**config.mk**
```make
export PLATFORM = sky130hd
export DESIGN_NAME = output_layer_mac
export DESIGN_NICKNAME = d
export VERILOG_FILES = /design/src/rtl/output_layer_mac.sv
export SDC_FILE = /design/constraint.sdc
export NUM_CORES = 2
export LEC_CHECK = 0
export CAP_MARGIN = 5
export CORE_MARGIN = 10
export CORE_UTILIZATION = 30
export CTS_BUF_LIST = sky130_fd_sc_hd__clkbuf_8
export CTS_CLUSTER_DIAMETER = 60
export CTS_CLUSTER_SIZE = 30
export DETAILED_ROUTE_END_ITERATION = 6
export GPL_TIMING_DRIVEN = 0
export REMOVE_ABC_BUFFERS = 1
export SKIP_LAST_GASP = 1
export SYNTH_ARGS = -nofsm -noshare
export SYNTH_HDL_FRONTEND = slang
export SYNTH_SLANG_ARGS = --single-unit
export TNS_END_PERCENT = 50
```
**constraint.sdc**
```tcl
create_clock -name clk -period 31.1 [get_ports clk]
set_clock_uncertainty 0.1 [all_clocks]
set_input_delay 4.665 -clock clk [delete_from_list [all_inputs] [get_ports clk]]
set_output_delay 4.665 -clock clk [all_outputs]
set_load 0.01 [all_outputs]
```
**src/rtl/output_layer_mac.sv**
```systemverilog
// output_layer_mac: streams activations against ten per-class weights into ten signed class scores.
// Define OUTPUT_MAC_SATURATE_EN to clamp accumulators instead of wrapping.
module output_layer_mac #(
  parameter int N_IN  = 32,
  parameter int ACT_W = 8,
  parameter int W_W   = 8,
  parameter int ACC_W = 26
) (
  input  logic                    clk,
  input  logic                    rst,
  input  logic                    start,
  input  logic [ACT_W-1:0]        act_in,
  input  logic                    act_valid,
  output logic                    act_ready,
  input  logic [10*W_W-1:0]       weight_in,
  output logic                    busy,
  output logic                    done,
  output logic signed [ACC_W-1:0] img_number_0,
  output logic signed [ACC_W-1:0] img_number_1,
  output logic signed [ACC_W-1:0] img_number_2,
  output logic signed [ACC_W-1:0] img_number_3,
  output logic signed [ACC_W-1:0] img_number_4,
  output logic signed [ACC_W-1:0] img_number_5,
  output logic signed [ACC_W-1:0] img_number_6,
  output logic signed [ACC_W-1:0] img_number_7,
  output logic signed [ACC_W-1:0] img_number_8,
  output logic signed [ACC_W-1:0] img_number_9
);
  localparam int CW = $clog2(N_IN);
  localparam int PW = ACT_W + W_W + 1;
  typedef enum logic {IDLE, ACCUM} state_t;
  state_t state, state_nxt;
  logic [CW-1:0] cnt;
  logic signed [ACC_W-1:0] acc [10];
  logic signed [ACC_W-1:0] acc_nxt [10];
  logic signed [ACC_W-1:0] img [10];
  logic accept, last;
  assign act_ready = state == ACCUM;
  assign busy = state == ACCUM;
  assign accept = act_valid && state == ACCUM;
  assign last = accept && cnt == CW'(N_IN - 1);
  always_ff @(posedge clk or posedge rst)
    if (rst) state <= IDLE;
    else state <= state_nxt;
  always_comb
    state_nxt = state == IDLE ? (start ? ACCUM : IDLE) : (last ? IDLE : ACCUM);
  for (genvar k = 0; k < 10; k++) begin : g_cls
    logic signed [PW-1:0] prod;
    assign prod = $signed({1'b0, act_in}) * $signed(weight_in[k*W_W +: W_W]);
`ifdef OUTPUT_MAC_SATURATE_EN
    // One guard bit above the wider operand makes the sum exact before clamping.
    localparam int SW = (ACC_W > PW ? ACC_W : PW) + 1;
    localparam logic signed [SW-1:0] SMAX = SW'((64'sd1 <<< (ACC_W - 1)) - 64'sd1);
    localparam logic signed [SW-1:0] SMIN = ~SMAX;
    logic signed [SW-1:0] sum;
    assign sum = $signed(acc[k]) + $signed(prod);
    assign acc_nxt[k] = sum > SMAX ? {1'b0, {(ACC_W-1){1'b1}}} :
                        sum < SMIN ? {1'b1, {(ACC_W-1){1'b0}}} : sum[ACC_W-1:0];
`else
    assign acc_nxt[k] = acc[k] + ACC_W'(prod);
`endif
  end
  always_ff @(posedge clk or posedge rst)
    if (rst) begin
      cnt  <= '0;
      done <= 1'b0;
      for (int i = 0; i < 10; i++) begin
        acc[i] <= '0;
        img[i] <= '0;
      end
    end else begin
      done <= last;
      if (state == IDLE && start) begin
        cnt <= '0;
        for (int i = 0; i < 10; i++) acc[i] <= '0;
      end else if (accept) begin
        cnt <= last ? '0 : cnt + 1'b1;
        for (int i = 0; i < 10; i++) acc[i] <= acc_nxt[i];
        if (last)
          for (int i = 0; i < 10; i++) img[i] <= acc_nxt[i];
      end
    end
  assign img_number_0 = img[0];
  assign img_number_1 = img[1];
  assign img_number_2 = img[2];
  assign img_number_3 = img[3];
  assign img_number_4 = img[4];
  assign img_number_5 = img[5];
  assign img_number_6 = img[6];
  assign img_number_7 = img[7];
  assign img_number_8 = img[8];
  assign img_number_9 = img[9];
endmodule

```
# == Yosys cells after proc, flatten, opt, wreduce, memory -nomap -nowiden ==
# Index checks and enable logic that the tools add are counted.
# W data, S select, Z words.
# op_classes
n_addsub,11
n_mul,10
eq_ne,1
n_mux,8
bitwise,2
n_reduce_logical,5
# ops
op,count
$mux W260,2
$add A26 B17 Y26,10
$mul A9 B8 Y17,10
$mux W5,3
$add A5 B1 Y5 const B,1
$eq A5 B5 Y1 const B,1
$logic_and A1 B1 Y1,3
$mux W1,3
$reduce_and A3 Y1,1
$not A1 Y1,2
$reduce_bool A2 Y1,1
# word_totals
ff_bits,527
in_bits,92
output_inout_bits,263

# == Longest topological paths before layout ==
# logic_depth
word_depth,5
ltp_mapped,22
depth_no_buf,20

# == Worst setup path before layout ==
# OpenSTA, ideal clock, no wires.
# synth_path
path_type,input port to flip-flop
startpoint,in act_in[7]
endpoint,reg acc[25] (netlist bit)
t_arrival_ns,10.243
setup_slack_ns,20.689
path_stages,20
n_path_buf,3
path_cell_list,clkbuf_1 clkbuf_1 clkbuf_1 nand2_1 fa_1 inv_1 fa_1 fa_1 fa_1 fa_1 ha_1 a21oi_1 nor2_1 a311o_1 a311o_1 nand2_1 o21ai_1 a311o_1 or4_1 nand3_1
# synth_via
elab_chain_cells,4
# synth_lines
element,line,text
start: declaration,12,"input logic [ACT_W-1:0] act_in,"
$mul A9 B8 Y17,49,"assign prod = $signed({1'b0, act_in}) * $signed(weight_in[k*W_W +: W_W]);"
$add A26 B17 Y26,60,assign acc_nxt[k] = acc[k] + ACC_W'(prod);
$mux W260,76,end else if (accept) begin
$mux W260,73,if (state == IDLE && start) begin
end signal: indexed assignment,68,acc[i] <= '0;
end: declaration,34,logic signed [ACC_W-1:0] acc [10];
# Every way passes these cells. The select of a mux whose other input is x is not followed.
# A chain may end at the register's enable or synchronous reset.

# == Worst setup path after layout ==
# layout_path
startpoint,in weight_in[47]
endpoint,reg acc[129] (netlist bit)
# layout_via
elab_chain_cells,4
# layout_lines
element,line,text
start: declaration,15,"input logic [10*W_W-1:0] weight_in,"
$mul A9 B8 Y17,49,
$add A26 B17 Y26,60,
$mux W260,76,
$mux W260,73,
# Every way passes these cells. The select of a mux whose other input is x is not followed.

==> flow_metrics.tcl <==
set metrics [dict create \
    outcome "complete, no violations" \
    netlist_instances 5569 \
    crit_path_start_kind "primary input" \
    port_buffers 354 \
    synthXorXnorAreaFrac_pct 3.884 \
    synthAdderAreaFrac_pct 39.48 \
    drv_slew 0 \
    layout-drive-gt1-share_pct 3.854 \
    p_leak_nw 30.91 \
    regToRegSetupSlack_ns 25.28 \
    drt-initial-drc-count 1626 \
    ctsHtreeMaxLevel 3 \
    grt_pass1_wl_um 232200 \
    rsz0062_at_grt "false" \
    avgRoutedWirePerCell_um 17.27 \
    crit_type "in -> reg" \
    drcViolationCount 0 \
    clk_pin_slew_ns 0.08 \
    die_w_um 438.5 \
    numPlacedInstances 8068 \
    slew_headroom_pct 36.15 \
    cp_max_fo 13 \
    grt_max_degree 108 \
    critPathCaptureType "flop" \
    grt_pass1_vias 41569 \
    cts_inserted_buffers 80 \
    ys.flop_type "dfrtp_1" \
    yosys_register_bits 527 \
    place_congestion 0.8240 \
    grt.total_usage_pct 14.94 \
    seq_area_frac_synth_pct 25.10 \
    syn_area_um2 52540 \
    first_pass_iters 5 \
    fp.coreArea_um2 174000 \
    fin_cells 8227 \
    post_cts_resized 0 \
    rr_worst_depth 19 \
    setup_violations 0 \
    synth_edf_count 0 \
    ctsLongestPathBuffers 3 \
    postCtsHoldBufs 0 \
    async_reset_ff_share_pct 100.0 \
    ant_nets 0 \
    grt_antenna_before_repair 17 \
    area_delta_synth_final_pct 16.40 \
    clock-sinks 527 \
    arrival_ns 11.44 \
    io_pins 355 \
    fmaxAchievable_mhz 92.90 \
    yosys.area.top_type "dfrtp_1" \
    synthMuxAreaShare_pct 0.04286 \
    p_total_mw 6.819 \
    hold_depth 2 \
    cap_violations 0 \
    wirelength_um 142000 \
    min_path_type "reg -> reg" \
    clk-insertion-delay-late_ns 0.88 \
    final.period_utilization_pct 34.61 \
    synthDistinctLibCells 72 \
    yosys.area_share.simple_pct 14.00 \
    vias_per_cell 4.760 \
    nets 7269 \
    syn_area_per_cell_um2 9.435 \
    overflow 0 \
    std_cell_rows 153 \
    final_common_cell "nand2_1" \
    power.density_nw_per_um2 111.5 \
    die-area_um2 192300 \
    vias 39159 \
    final_cell_mix "nand2_1, ha_1, inv_1" \
    synth.top_cells.by_area "dfrtp_1, ha_1, fa_1" \
    yosysTopAreaCellShare_pct 25.10 \
    cts_root_buf "clkbuf_8" \
    die_h_um 438.5 \
    fin_crit_ns 10.76 \
    ys_warn_count 0 \
    ir_drop_mv 0.08301 \
    hold_viol_final 0 \
    dp.final_hpwl_um 110800 \
    tightest_slew_ns 0.9547 \
    required_ns 31.77 \
    postCtsSetupBuffers 0 \
    synth_top_family_by_area "adder cells" \
    initial_utilization_pct 30.19 \
    synth_compound_area_share_pct 11.09 \
    cts_tree "yes" \
]
## critical path: stages
cell	delay [ns]
clkdlybuf4s50_1	0.93
clkinv_1	0.54
fa_1	0.66
inv_1	0.06
fa_1	0.49
fa_1	0.57
fa_1	0.43
fa_1	0.46
ha_1	0.33
o21ai_0	0.09
nor2_1	0.11
a31o_2	0.28
o41ai_2	0.37
o21ai_1	0.25
a221oi_2	0.38
o2111ai_1	0.26
or4_1	0.45
nand3_1	0.10
## state kept, by name, summed over array words and instances, names as in the netlist
register / flops
img_number_4: 26
img_number_0: 26
act_ready: 1
img_number_7: 26
done: 1
img_number_1: 26
img_number_3: 26
cnt: 5
img_number_5: 26
acc: 260
img_number_9: 26
img_number_6: 26
img_number_8: 26
img_number_2: 26
## metrics by stage
stage	TNS, ns	setup slack (ns)	cell area [µm²]	hold slack (ns)	utilization, %
global route	0	19.98	61150	0.4016	35.14
CTS	0	20.33	61130	0.3791	35.13
global placement	-101.42	-2.771	58180	0.3564	33.44
detailed placement	0	19.36	59110	0.3627	33.97
finish	0	20.34	61160	0.3783	35.15
floorplan	0	11.61	51730	0.3425	-
## synth_stat cells, drive strengths merged, types with 11 or more instances
library cell	count
o21ai	452
nand2b	52
xnor2	133
or3	11
clkbuf	194
a211oi	15
and3	20
buf	21
and2	304
a21o	89
nand4	24
inv	675
nand2	889
a31o	16
dfrtp	527
o211ai	12
o31ai	14
a22o	64
xor2	100
a31oi	29
nand3	45
fa	510
nor3	31
o21a	19
ha	842
o21bai	25
nor2	160
a21oi	169
nor2b	25
## where the power goes
group	switching (mW)	internal [mW]
Combinational	2.96	2.10
Sequential	0.116	0.899
Clock	0.392	0.351
Total	3.46	3.35
## layer usage
layer | GRT usage, % | routed length [µm] | vias up
met5 | 0 | 34 | -
li1 | - | - | 18823
met3 | 2.582 | 5465 | 203
met2 | 26.67 | 71890 | 549
met1 | 18.32 | 60640 | 19578
met4 | 4.342 | 4017 | 6
## layout make-up
cell class	instances	area, µm²
Clock inverter	61	835.8
Timing Repair Buffer	389	4427
Sequential cell	527	13190
Tap cell	2325	2909
Inverter	681	2569
Multi-Input combinational cell	4146	36020
Clock buffer	86	1184
Antenna cell	12	30.03
Fill cell	17726	112900
## final timing paths
| path | endpoint | startpoint |
|---|---|---|
| max | acc[129]$_DFFE_PP0P_ | weight_in[47] |
| min reg2reg | img_number_5[4]$_DFFE_PP0P_ | img_number_5[4]$_DFFE_PP0P_ |
| max in group asynchronous | acc[92]$_DFFE_PP0P_ | rst |
| min | img_number_5[4]$_DFFE_PP0P_ | img_number_5[4]$_DFFE_PP0P_ |
| max reg2reg | acc[129]$_DFFE_PP0P_ | acc[110]$_DFFE_PP0P_ |
| min in group asynchronous | acc[10]$_DFFE_PP0P_ | rst |
## cells by family after synthesis
family                     Yosys count
AOI/OAI and AO/OA                  957
xor gates and xnor gates           233
adders and majority gates         1352
buffers and inverters              896
DFF                                527
muxes                                2
and+or+nand+nor                   1602
Note: power is estimated with default switching activity, not from simulation.
